[src/rtl/easyaxi_mst_pkg.sv]
// Shared AXI widths, encodings and the request-sequence helper for the
// EasyAXI read master.
package easyaxi_mst_pkg;

    localparam int unsigned AXI_ID_W    = 4;
    localparam int unsigned AXI_ADDR_W  = 32;
    localparam int unsigned AXI_LEN_W   = 8;
    localparam int unsigned AXI_SIZE_W  = 3;
    localparam int unsigned AXI_BURST_W = 2;
    localparam int unsigned AXI_DATA_W  = 32;
    localparam int unsigned AXI_RESP_W  = 2;

    typedef enum logic [AXI_BURST_W-1:0] {
        BURST_FIXED = 2'd0,
        BURST_INCR  = 2'd1,
        BURST_WRAP  = 2'd2
    } axi_burst_e;

    typedef enum logic [AXI_RESP_W-1:0] {
        RESP_OKAY   = 2'd0,
        RESP_EXOKAY = 2'd1,
        RESP_SLVERR = 2'd2,
        RESP_DECERR = 2'd3
    } axi_resp_e;

    typedef struct packed {
        logic [AXI_ID_W-1:0]  id;
        logic [AXI_LEN_W-1:0] len;
    } ost_ent_t;

    // WRAP bursts need 2/4/8/16 beats, so odd requests with 6 beats fall back to 4.
    function automatic logic [AXI_LEN_W-1:0] req_len(input logic [7:0] k);
        logic [2:0] l;
        l = k[2:0];
        if (k[0] && (l == 3'd5)) begin
            l = 3'd3;
        end
        return AXI_LEN_W'(l);
    endfunction

endpackage

[src/rtl/easyaxi_mst_if.sv]
// AR/R channel bundle between the EasyAXI read master and its slave.
interface easyaxi_mst_if;
    import easyaxi_mst_pkg::*;

    logic                   arvalid;
    logic                   arready;
    logic [AXI_ID_W-1:0]    arid;
    logic [AXI_ADDR_W-1:0]  araddr;
    logic [AXI_LEN_W-1:0]   arlen;
    logic [AXI_SIZE_W-1:0]  arsize;
    logic [AXI_BURST_W-1:0] arburst;

    logic                   rvalid;
    logic                   rready;
    logic [AXI_ID_W-1:0]    rid;
    logic [AXI_DATA_W-1:0]  rdata;
    logic [AXI_RESP_W-1:0]  rresp;
    logic                   rlast;

    modport master (
        output arvalid, arid, araddr, arlen, arsize, arburst, rready,
        input  arready, rvalid, rid, rdata, rresp, rlast
    );

    modport slave (
        input  arvalid, arid, araddr, arlen, arsize, arburst, rready,
        output arready, rvalid, rid, rdata, rresp, rlast
    );

endinterface

[src/rtl/easyaxi_ost_fifo.sv]
// Tracking FIFO for outstanding reads: holds {id, len} of each accepted AR
// until its last R beat.
module easyaxi_ost_fifo #(
    parameter int unsigned DEPTH = 4,
    parameter int unsigned WIDTH = 12
) (
    input  logic             clk,
    input  logic             rst_n,
    input  logic             push_i,
    input  logic             pop_i,
    input  logic [WIDTH-1:0] data_i,
    output logic [WIDTH-1:0] head_o,
    output logic             full_o,
    output logic             empty_o
);
    localparam int unsigned     AW       = (DEPTH > 1) ? $clog2(DEPTH) : 1;
    localparam int unsigned     CW       = $clog2(DEPTH + 1);
    localparam logic [AW-1:0]   LAST_IDX = AW'(DEPTH - 1);
    localparam logic [CW-1:0]   FULL_CNT = CW'(DEPTH);

    logic [WIDTH-1:0] mem_q [DEPTH];
    logic [AW-1:0]    wptr_q, wptr_d, rptr_q, rptr_d;
    logic [CW-1:0]    cnt_q, cnt_d;
    logic             push_ok, pop_ok;

    assign full_o  = (cnt_q == FULL_CNT);
    assign empty_o = (cnt_q == '0);
    assign head_o  = mem_q[rptr_q];

    always_comb begin
        push_ok = push_i && (!full_o || pop_i);
        pop_ok  = pop_i && !empty_o;
        wptr_d  = wptr_q;
        rptr_d  = rptr_q;
        cnt_d   = cnt_q;
        if (push_ok) begin
            wptr_d = (wptr_q == LAST_IDX) ? '0 : wptr_q + AW'(1);
        end
        if (pop_ok) begin
            rptr_d = (rptr_q == LAST_IDX) ? '0 : rptr_q + AW'(1);
        end
        if (push_ok && !pop_ok) begin
            cnt_d = cnt_q + CW'(1);
        end else if (pop_ok && !push_ok) begin
            cnt_d = cnt_q - CW'(1);
        end
    end

    always_ff @(posedge clk or negedge rst_n) begin
        if (!rst_n) begin
            wptr_q <= '0;
            rptr_q <= '0;
            cnt_q  <= '0;
            for (int unsigned i = 0; i < DEPTH; i++) begin
                mem_q[i] <= '0;
            end
        end else begin
            wptr_q <= wptr_d;
            rptr_q <= rptr_d;
            cnt_q  <= cnt_d;
            if (push_ok) begin
                mem_q[wptr_q] <= data_i;
            end
        end
    end

endmodule

[src/rtl/easyaxi_mst.sv]
// EasyAXI read master: issues a fixed AR burst sequence with bounded
// outstanding reads and checks every returned R beat.
module easyaxi_mst
    import easyaxi_mst_pkg::*;
#(
    parameter int unsigned           OST_DEPTH = 4,
    parameter int unsigned           REQ_NUM   = 8,
    parameter logic [AXI_ADDR_W-1:0] BASE_ADDR = '0
) (
    input  logic          clk,
    input  logic          rst_n,
    input  logic          enable,
    easyaxi_mst_if.master axi_mst,
    output logic          rd_done,
    output logic          rd_err
);
    localparam int unsigned    OCW     = $clog2(OST_DEPTH + 1);
    localparam logic [7:0]     REQ_MAX = 8'(REQ_NUM);
    localparam logic [OCW-1:0] OST_MAX = OCW'(OST_DEPTH);

    logic                   arvalid_q, arvalid_d;
    logic [AXI_ID_W-1:0]    arid_q, arid_d;
    logic [AXI_ADDR_W-1:0]  araddr_q, araddr_d;
    logic [AXI_LEN_W-1:0]   arlen_q, arlen_d;
    logic [AXI_SIZE_W-1:0]  arsize_q, arsize_d;
    logic [AXI_BURST_W-1:0] arburst_q, arburst_d;
    logic                   rready_q;
    logic [7:0]             issued_q, issued_d, completed_q, completed_d;
    logic [OCW-1:0]         ost_q, ost_d;
    logic [AXI_LEN_W-1:0]   beat_q, beat_d;
    logic                   done_q, done_d, err_q, err_d;

    logic     ar_hs, r_hs, r_take, pop, hold, err_now;
    logic     fifo_full, fifo_empty;
    ost_ent_t head;

    assign ar_hs  = arvalid_q && axi_mst.arready;
    assign r_hs   = axi_mst.rvalid && rready_q;
    assign r_take = r_hs && !fifo_empty;
    // The slave's RLAST closes the burst; a misplaced RLAST is flagged, not re-framed.
    assign pop    = r_take && axi_mst.rlast;
    assign hold   = arvalid_q && !axi_mst.arready;

    easyaxi_ost_fifo #(
        .DEPTH(OST_DEPTH),
        .WIDTH($bits(ost_ent_t))
    ) u_ost_fifo (
        .clk    (clk),
        .rst_n  (rst_n),
        .push_i (ar_hs),
        .pop_i  (pop),
        .data_i ({arid_q, arlen_q}),
        .head_o (head),
        .full_o (fifo_full),
        .empty_o(fifo_empty)
    );

    always_comb begin
        issued_d    = issued_q;
        completed_d = completed_q;
        ost_d       = ost_q;
        beat_d      = beat_q;
        arvalid_d   = arvalid_q;
        arid_d      = arid_q;
        araddr_d    = araddr_q;
        arlen_d     = arlen_q;
        arsize_d    = arsize_q;
        arburst_d   = arburst_q;

        if (ar_hs && (issued_q < REQ_MAX)) begin
            issued_d = issued_q + 8'd1;
        end
        if (pop && (completed_q < REQ_MAX)) begin
            completed_d = completed_q + 8'd1;
        end
        if (ar_hs && !pop && !fifo_full) begin
            ost_d = ost_q + OCW'(1);
        end else if (pop && !ar_hs) begin
            ost_d = ost_q - OCW'(1);
        end
        if (r_take) begin
            if (axi_mst.rlast) begin
                beat_d = '0;
            end else if (beat_q != '1) begin
                beat_d = beat_q + AXI_LEN_W'(1);
            end
        end

        err_now = r_hs && (fifo_empty ||
                           (axi_mst.rid != head.id) ||
                           (axi_mst.rresp != RESP_OKAY) ||
                           (axi_mst.rlast != (beat_q == head.len)));
        err_d   = err_q || err_now;
        done_d  = done_q || (completed_d == REQ_MAX);

        // Post-update counts let a request follow a handshake or a pop back-to-back.
        arvalid_d = hold || (enable && (issued_d < REQ_MAX) && (ost_d < OST_MAX));
        if (!hold && arvalid_d) begin
            arid_d    = issued_d[AXI_ID_W-1:0];
            araddr_d  = BASE_ADDR + AXI_ADDR_W'({issued_d, 6'd0});
            arlen_d   = req_len(issued_d);
            arsize_d  = AXI_SIZE_W'(2);
            arburst_d = issued_d[0] ? BURST_WRAP : BURST_INCR;
        end
    end

    always_ff @(posedge clk or negedge rst_n) begin
        if (!rst_n) begin
            arvalid_q   <= 1'b0;
            arid_q      <= '0;
            araddr_q    <= '0;
            arlen_q     <= '0;
            arsize_q    <= '0;
            arburst_q   <= '0;
            rready_q    <= 1'b0;
            issued_q    <= '0;
            completed_q <= '0;
            ost_q       <= '0;
            beat_q      <= '0;
            done_q      <= 1'b0;
            err_q       <= 1'b0;
        end else begin
            arvalid_q   <= arvalid_d;
            arid_q      <= arid_d;
            araddr_q    <= araddr_d;
            arlen_q     <= arlen_d;
            arsize_q    <= arsize_d;
            arburst_q   <= arburst_d;
            rready_q    <= enable;
            issued_q    <= issued_d;
            completed_q <= completed_d;
            ost_q       <= ost_d;
            beat_q      <= beat_d;
            done_q      <= done_d;
            err_q       <= err_d;
        end
    end

    assign axi_mst.arvalid = arvalid_q;
    assign axi_mst.arid    = arid_q;
    assign axi_mst.araddr  = araddr_q;
    assign axi_mst.arlen   = arlen_q;
    assign axi_mst.arsize  = arsize_q;
    assign axi_mst.arburst = arburst_q;
    assign axi_mst.rready  = rready_q;
    assign rd_done         = done_q;
    assign rd_err          = err_q;

endmodule

[src/flat_wrapper.sv]
// flat-port wrapper written by rule: the top's interface ports become plain ports
module easyaxi_mst_flat import easyaxi_mst_pkg::*;
#(
    parameter int unsigned           OST_DEPTH = 4,
    parameter int unsigned           REQ_NUM   = 8,
    parameter logic [AXI_ADDR_W-1:0] BASE_ADDR = '0
)
  (clk, rst_n, enable, rd_done, rd_err, axi_mst_arvalid, axi_mst_arid, axi_mst_araddr, axi_mst_arlen, axi_mst_arsize, axi_mst_arburst, axi_mst_rready, axi_mst_arready, axi_mst_rvalid, axi_mst_rid, axi_mst_rdata, axi_mst_rresp, axi_mst_rlast);
  easyaxi_mst_if axi_mst_i ();
  input  logic clk;
  input  logic rst_n;
  input  logic enable;
  output logic rd_done;
  output logic rd_err;
  output wire logic [$bits(axi_mst_i.arvalid)-1:0] axi_mst_arvalid;
  output wire logic [$bits(axi_mst_i.arid)-1:0] axi_mst_arid;
  output wire logic [$bits(axi_mst_i.araddr)-1:0] axi_mst_araddr;
  output wire logic [$bits(axi_mst_i.arlen)-1:0] axi_mst_arlen;
  output wire logic [$bits(axi_mst_i.arsize)-1:0] axi_mst_arsize;
  output wire logic [$bits(axi_mst_i.arburst)-1:0] axi_mst_arburst;
  output wire logic [$bits(axi_mst_i.rready)-1:0] axi_mst_rready;
  input wire logic [$bits(axi_mst_i.arready)-1:0] axi_mst_arready;
  input wire logic [$bits(axi_mst_i.rvalid)-1:0] axi_mst_rvalid;
  input wire logic [$bits(axi_mst_i.rid)-1:0] axi_mst_rid;
  input wire logic [$bits(axi_mst_i.rdata)-1:0] axi_mst_rdata;
  input wire logic [$bits(axi_mst_i.rresp)-1:0] axi_mst_rresp;
  input wire logic [$bits(axi_mst_i.rlast)-1:0] axi_mst_rlast;
  assign axi_mst_arvalid = axi_mst_i.arvalid;
  assign axi_mst_arid = axi_mst_i.arid;
  assign axi_mst_araddr = axi_mst_i.araddr;
  assign axi_mst_arlen = axi_mst_i.arlen;
  assign axi_mst_arsize = axi_mst_i.arsize;
  assign axi_mst_arburst = axi_mst_i.arburst;
  assign axi_mst_rready = axi_mst_i.rready;
  assign axi_mst_i.arready = axi_mst_arready;
  assign axi_mst_i.rvalid = axi_mst_rvalid;
  assign axi_mst_i.rid = axi_mst_rid;
  assign axi_mst_i.rdata = axi_mst_rdata;
  assign axi_mst_i.rresp = axi_mst_rresp;
  assign axi_mst_i.rlast = axi_mst_rlast;
  easyaxi_mst #(.OST_DEPTH(OST_DEPTH), .REQ_NUM(REQ_NUM), .BASE_ADDR(BASE_ADDR)) u_core (.clk(clk), .rst_n(rst_n), .enable(enable), .axi_mst(axi_mst_i), .rd_done(rd_done), .rd_err(rd_err));
endmodule
[config.mk]
export PLATFORM = sky130hd
export DESIGN_NAME = easyaxi_mst_flat
export DESIGN_NICKNAME = d
export VERILOG_FILES = /design/src/rtl/easyaxi_mst_pkg.sv /design/src/rtl/easyaxi_mst_if.sv /design/src/rtl/easyaxi_ost_fifo.sv /design/src/rtl/easyaxi_mst.sv /design/src/flat_wrapper.sv
export SDC_FILE = /design/constraint.sdc
export NUM_CORES = 1
export LEC_CHECK = 0
export ABC_CLOCK_PERIOD_IN_PS = 4870
export CAP_MARGIN = 40
export CORE_MARGIN = 2
export CORE_UTILIZATION = 53
export DETAILED_ROUTE_END_ITERATION = 16
export GPL_ROUTABILITY_DRIVEN = 0
export PLACE_DENSITY = 0.93
export SLEW_MARGIN = 20
export SYNTH_ARGS = -nofsm -noshare
export SYNTH_HDL_FRONTEND = slang
export SYNTH_SLANG_ARGS = --single-unit
export TNS_END_PERCENT = 50
[constraint.sdc]
create_clock -name clk -period 4.87 [get_ports clk]
set_input_delay 0.974 -clock clk [delete_from_list [all_inputs] [get_ports clk]]
set_output_delay 0.974 -clock clk [all_outputs]
set_load 0.02 [all_outputs]
Word-level counts from Yosys, hierarchy flattened:

Cells that the tools add are included.

* output and inout bits: 53
* word-level logic and storage cells: 105
* bits of input ports: 44
* register bits: 104

* bitwise operators: 2
* add/sub/neg operators: 9
* mux-type cells: 18
* magnitude comparators: 7
* equality and inequality tests: 9
* reductions and logical operators: 40

Operator list (number)
* bitwise mux 48 bit: 1
* two-way mux 12 bit: 3
* two-way mux 8 bit: 4
* adder 8 x 1 -> 8 bit (second input constant): 3
* binary-select mux 12 bit (select 2 bit): 1
* demux 12 bit (select 2 bit): 1
* < comparator 8 x 4 -> 1 bit (second input constant): 3
* logical AND 1 bit: 20
* two-way mux 3 bit: 5
* == test 8 x 4 -> 1 bit (second input constant): 1
* == test 8 bit: 1
* logical NOT 1 bit: 8
* != test 8 bit (second input constant): 1
* logical OR 1 bit: 7
* adder 3 x 1 -> 3 bit (second input constant): 2
* == test 3 bit (second input constant): 2
* >= comparator 3 bit (second input constant): 2
* two-way mux 2 bit: 3
* inverter 2 -> 3 bit: 2
* nonzero test 2 bit: 3
* subtractor 3 x 1 -> 3 bit (second input constant): 2
* adder 2 x 1 -> 2 bit (second input constant): 2
* == test 2 bit (second input constant): 2
* != test 4 bit: 1
* other kinds (5): 5

Logic depth before layout (Yosys ltp):

* depth after elaboration: 12
* mapped depth: 10
* mapped depth without buffers: 10

Cells and area by module:

A second synthesis with hierarchy kept.

* cell total of the unflattened synthesis: 383
* area total of the unflattened synthesis: 4899.7 sq um

By module, submodules not included
* easyaxi_ost_fifo: area an instance 2523.7 sq um, cells each 156, instances 1
* easyaxi_mst: area an instance 2376.0 sq um, cells each 227, instances 1

Worst setup path before layout:

OpenSTA, ideal clock, no wires.

* kind: input port to flip-flop
* from: input port axi_mst_rvalid
* to: register u_core.u_ost_fifo.cnt_q[2]
* stages on the path: 10
* library setup time: 0.079 ns
* arrival: 2.721 ns
* setup slack: 2.070 ns
* cells stage by stage: nand3_1 -> nor2_1 -> inv_1 -> a21oi_1 -> ha_1 -> inv_1 -> fa_1 -> xor2_1 -> nor2_1 -> xor2_1

* cells in the longest elaborated chain, start to end: 8
* elaborated cells on any way between the ends: 12

RTL lines
* from (decl): RTL line flat_wrapper.sv:23 `input wire logic [$bits(axi_mst_i.rvalid)-1:0] axi_mst_rvalid;`
* logical AND 1 bit (*): RTL line easyaxi_mst.sv:38 `assign r_hs = axi_mst.rvalid && rready_q;`
* logical AND 1 bit (*): RTL line easyaxi_mst.sv:39 `assign r_take = r_hs && !fifo_empty;`
* logical AND 1 bit (*): RTL line easyaxi_mst.sv:41 `assign pop = r_take && axi_mst.rlast;`
* logical OR 1 bit (*): RTL line easyaxi_ost_fifo.sv:31 `push_ok = push_i && (!full_o || pop_i);`
* logical AND 1 bit (*): RTL line easyaxi_ost_fifo.sv:31
* via u_core.u_ost_fifo.push_ok: RTL line easyaxi_ost_fifo.sv:24 `logic push_ok, pop_ok;`
* logical NOT 1 bit: RTL line easyaxi_ost_fifo.sv:44 `end else if (pop_ok && !push_ok) begin`
* logical AND 1 bit: RTL line easyaxi_ost_fifo.sv:44
* nonzero test 2 bit (no source line)
* to (signal assigned): RTL line easyaxi_ost_fifo.sv:60 `cnt_q <= cnt_d;`
* to (decl): RTL line easyaxi_ost_fifo.sv:23 `logic [CW-1:0] cnt_q, cnt_d;`

The timed path passes the listed nets; every way through them passes the cells marked *.
A chain may end at the register's enable or synchronous reset.

Worst setup path in the final report:

* from: input port axi_mst_rlast
* to: register u_core.u_ost_fifo.cnt_q[2]

* cells in the longest elaborated chain, start to end: 6
* elaborated cells on any way between the ends: 10

RTL lines
* from (decl): RTL line flat_wrapper.sv:27 `input wire logic [$bits(axi_mst_i.rlast)-1:0] axi_mst_rlast;`
* logical AND 1 bit (*): RTL line easyaxi_mst.sv:41
* logical OR 1 bit (*): RTL line easyaxi_ost_fifo.sv:31
* logical AND 1 bit (*): RTL line easyaxi_ost_fifo.sv:31
* via u_core.u_ost_fifo.push_ok: RTL line easyaxi_ost_fifo.sv:24
* logical NOT 1 bit: RTL line easyaxi_ost_fifo.sv:44
* logical AND 1 bit: RTL line easyaxi_ost_fifo.sv:44
* nonzero test 2 bit (no source line)

Marked as above.

==> results.yml <==
synth:
  synth_top_family_by_area: "multiplexers"
  synth_top_area_share: 0.5021
  async_flop_share: 1.000
  synth_compound_area_frac: 0.05021
  ys_top_cells_by_area: "dfrtp_1 (50%), mux2_2 (9.7%), buf_4 (6.9%), mux4_2 (4.0%), ha_1 (3.5%)"
  synth.cell_area_sq_um: 3938
  synth_cell_type_count: 48
  synthTopCellsByCount: "dfrtp_1 (79), buf_4 (36), mux2_2 (34), nand2_1 (17), xnor2_1 (13)"
  ys_seq_area_frac: 0.5021
  ys_seq_elements: 79
  syn_area_per_cell_sq_um: 11.97
  synthAdderAreaFrac: 0.04004
  yosys_warnings: 0
  synthFlopType: "dfrtp_1"
  yosys.area.top_type: "dfrtp_1"
  muxShareOfSynthArea: 0.1484
  synthCells: 329
  synth-xor-area-share: 0.04671
  synth-edff-count: 0
  synth-simple-area-share: 0.1122
  synth.most_common_cell: "dfrtp_1"
sta:
  rsz0062_at_grt: "no"
  slew_headroom: 0.5477
  hold_slack_ns: 0.3737
  finalSetupTns_ns: 0
  finalSetupViolCount: 0
  tightest_slew_ns: 0.6784
  fmax_mhz: 297.3
  skew_ns: 0.004901
  hold_violations: 0
  period_needed_ns: 3.364
  finalCritPeriodShare: 0.6908
  drv_slew: 0
grt:
  grt_usage: 0.1943
  grt_max_degree: 63
  grt_pass1_wl_um: 12340
  grt-ovfl-total: 0
  grt_pass1_vias: 2509
  antenna_found_initial: 0
die:
  die_h_um: 90.20
  std_cell_rows: 31
  dieWidth_um: 90.20
  dieArea_sq_um: 8135
  coreArea_sq_um: 7214
  initial_core_util: 0.5458
  pin_count: 97
detailed_routing:
  ant_nets: 0
  drt_iter0_drc: 89
  wl_um: 7280
  vias: 2395
  drt_first_pass_iters: 4
  wl_per_cell_um: 15.93
  via_per_inst: 5.241
  drc_errors: 0
layout:
  drive_gt1_frac: 0.2011
  area_growth_pct: 12.14
  register_area_sq_um: 1977
  multi_input_area_sq_um: 1682
  fillerInstances: 554
  nets: 409
  diodes: 0
clocking:
  clk_pin_slew_ns: 0.08
  hold_buffers: 0
  cts_buffers: 9
  cts_setup_buffers: 0
  cts-root-buf: "clkbuf_8"
  cts_sinks: 79
  cts_resized: 0
  clockBufferDepth: 2
  clock_latency_ns: 0.35
  cts_tree: "built"
  htreeDepth: 3
setup_path:
  crit_family: "buffers and inverters"
  cp-end-kind: "flop"
  cp_data_arrival_time_ns: 3.65
  start_kind: "input pin"
  cp_cell_sequence: "clkdlybuf4s50_1 > nand3_1 > nor2_1 > inv_1 > a21oi_1 > ha_1 > inv_1 > fa_1 > xor2_1 > nor2_1 > xor2_1"
  critPathBufInv: 3
  critPathKind: "input pin to flop"
  required_ns: 5.15
  cp_slowest_cell: "clkdlybuf4s50_1"
  critPathMaxFanout: 9
  crit_path_max_incr_delay_ns: 0.62
outcome:
  status: "complete, no violations"
power:
  p_leak_nw: 1.967
  power_frac_clock: 0.212
  p_total_mw: 2.543
  ir_worst_vdd_mv: 0.3714
  combPwrFrac: 0.349
  p_sw_frac: 0.3560
  p_int_mw: 1.638
  p_seq_frac: 0.439
  power_density_nw_per_um2: 576.0
  switching_power_mw: 0.9054
job:
  drv_cap: 0
place:
  numPortBuffers: 33
  hpwl_um: 5118
worst_hold_path:
  holdCritPathClass: "flop to flop"
## flip-flops by register name, indices dropped and copies added, names as in the netlist, 2 cells and up
register	count
u_core.completed_q	8
u_core.u_ost_fifo.cnt_q	3
u_core.beat_q	8
u_core.u_ost_fifo.wptr_q	2
u_core.axi_mst.arlen	3
u_core.axi_mst.arid	3
u_core.u_ost_fifo.rptr_q	2
u_core.u_ost_fifo.mem_q	28
u_core.axi_mst.araddr	5
u_core.issued_q	8
u_core.ost_q	3
## logic make-up after synthesis
kind of cell,after synthesis
xor+xnor,21
buf+inv,65
compound gates,28
fa+ha+maj,12
other cells,1
mux,45
flops,79
simple gates,78
## per-layer routing
layer / vias to the layer above / global-route usage / share of wire
met5: - / 0 / 0
met4: 0 / 0.08718 / 0.021
met3: 16 / 0.04610 / 0.061
met2: 88 / 0.3127 / 0.48
met1: 1174 / 0.2515 / 0.43
li1: 1117 / - / -
## power by group through the flow
stage | registers [mW] | clock network (mW) | logic, mW
floorplan | 1.06 | 0 | 0.694
global placement | 1.10 | 0 | 0.831
detailed placement | 1.13 | 0 | 0.885
CTS | 1.12 | 0.547 | 0.897
global route | 1.15 | 0.575 | 0.974
finish | 1.12 | 0.539 | 0.887
## layout by cell type, fill, tap and decap left out, types with 7 or more instances in the layout
master,instances
a21oi_1,8
clkbuf_8,9
clkdlybuf4s50_1,32
conb_1,31
dfrtp_1,79
ha_1,11
inv_1,12
mux2_2,34
mux4_2,7
nand2_1,17
nor2_1,11
o21ai_0,7
xnor2_1,13
xor2_1,8
## layout make-up
| type | instances | area share |
|---|---|---|
| Multi-Input combinational cell | 215 | 0.3808 |
| Tap cell | 99 | 0.02805 |
| Clock buffer | 9 | 0.02805 |
| Timing Repair Buffer | 36 | 0.08331 |
| Clock inverter | 7 | 0.02182 |
| Inverter | 12 | 0.01020 |
| Sequential cell | 79 | 0.4477 |
## metrics by stage
stage                     worst slack (ns)  std cells    util  area [sq um]
after CTS                            1.524        457  0.6120          4415
after detailed placement             1.181        441  0.5815          4195
after global placement               1.295        439  0.5770          4163
final                                1.506        457  0.6120          4415
after global routing                 1.241        457  0.6120          4415
after floorplan                      2.070        359       -          4050
## path summary, 6_finish.rpt
kind | depth (start not counted) | start | end | slack [ns]
setup / recovery | 11 | axi_mst_rlast | u_core.u_ost_fifo.cnt_q[2] | 1.51
hold / removal | 0 | u_core.completed_q[4] | u_core.completed_q[4] | 0.37
setup reg to reg | 5 | u_core.u_ost_fifo.cnt_q[0] | u_core.axi_mst.arid[0] | 2.26
hold reg to reg | 0 | u_core.completed_q[4] | u_core.completed_q[4] | 0.37
max in group asynchronous | 2 | rst_n | u_core.completed_q[1] | 3.82
min in group asynchronous | 1 | rst_n | u_core.u_ost_fifo.mem_q[23] | 0.49
## worst reg2reg max path, stage by stage, from the launching register on
cell	delay [ns]
dfrtp_1	0.46
or3_4	0.41
and4_1	0.22
or3_4	0.38
a221oi_4	0.61
mux2_2	0.42
Note: power is estimated with default switching activity, not from simulation.
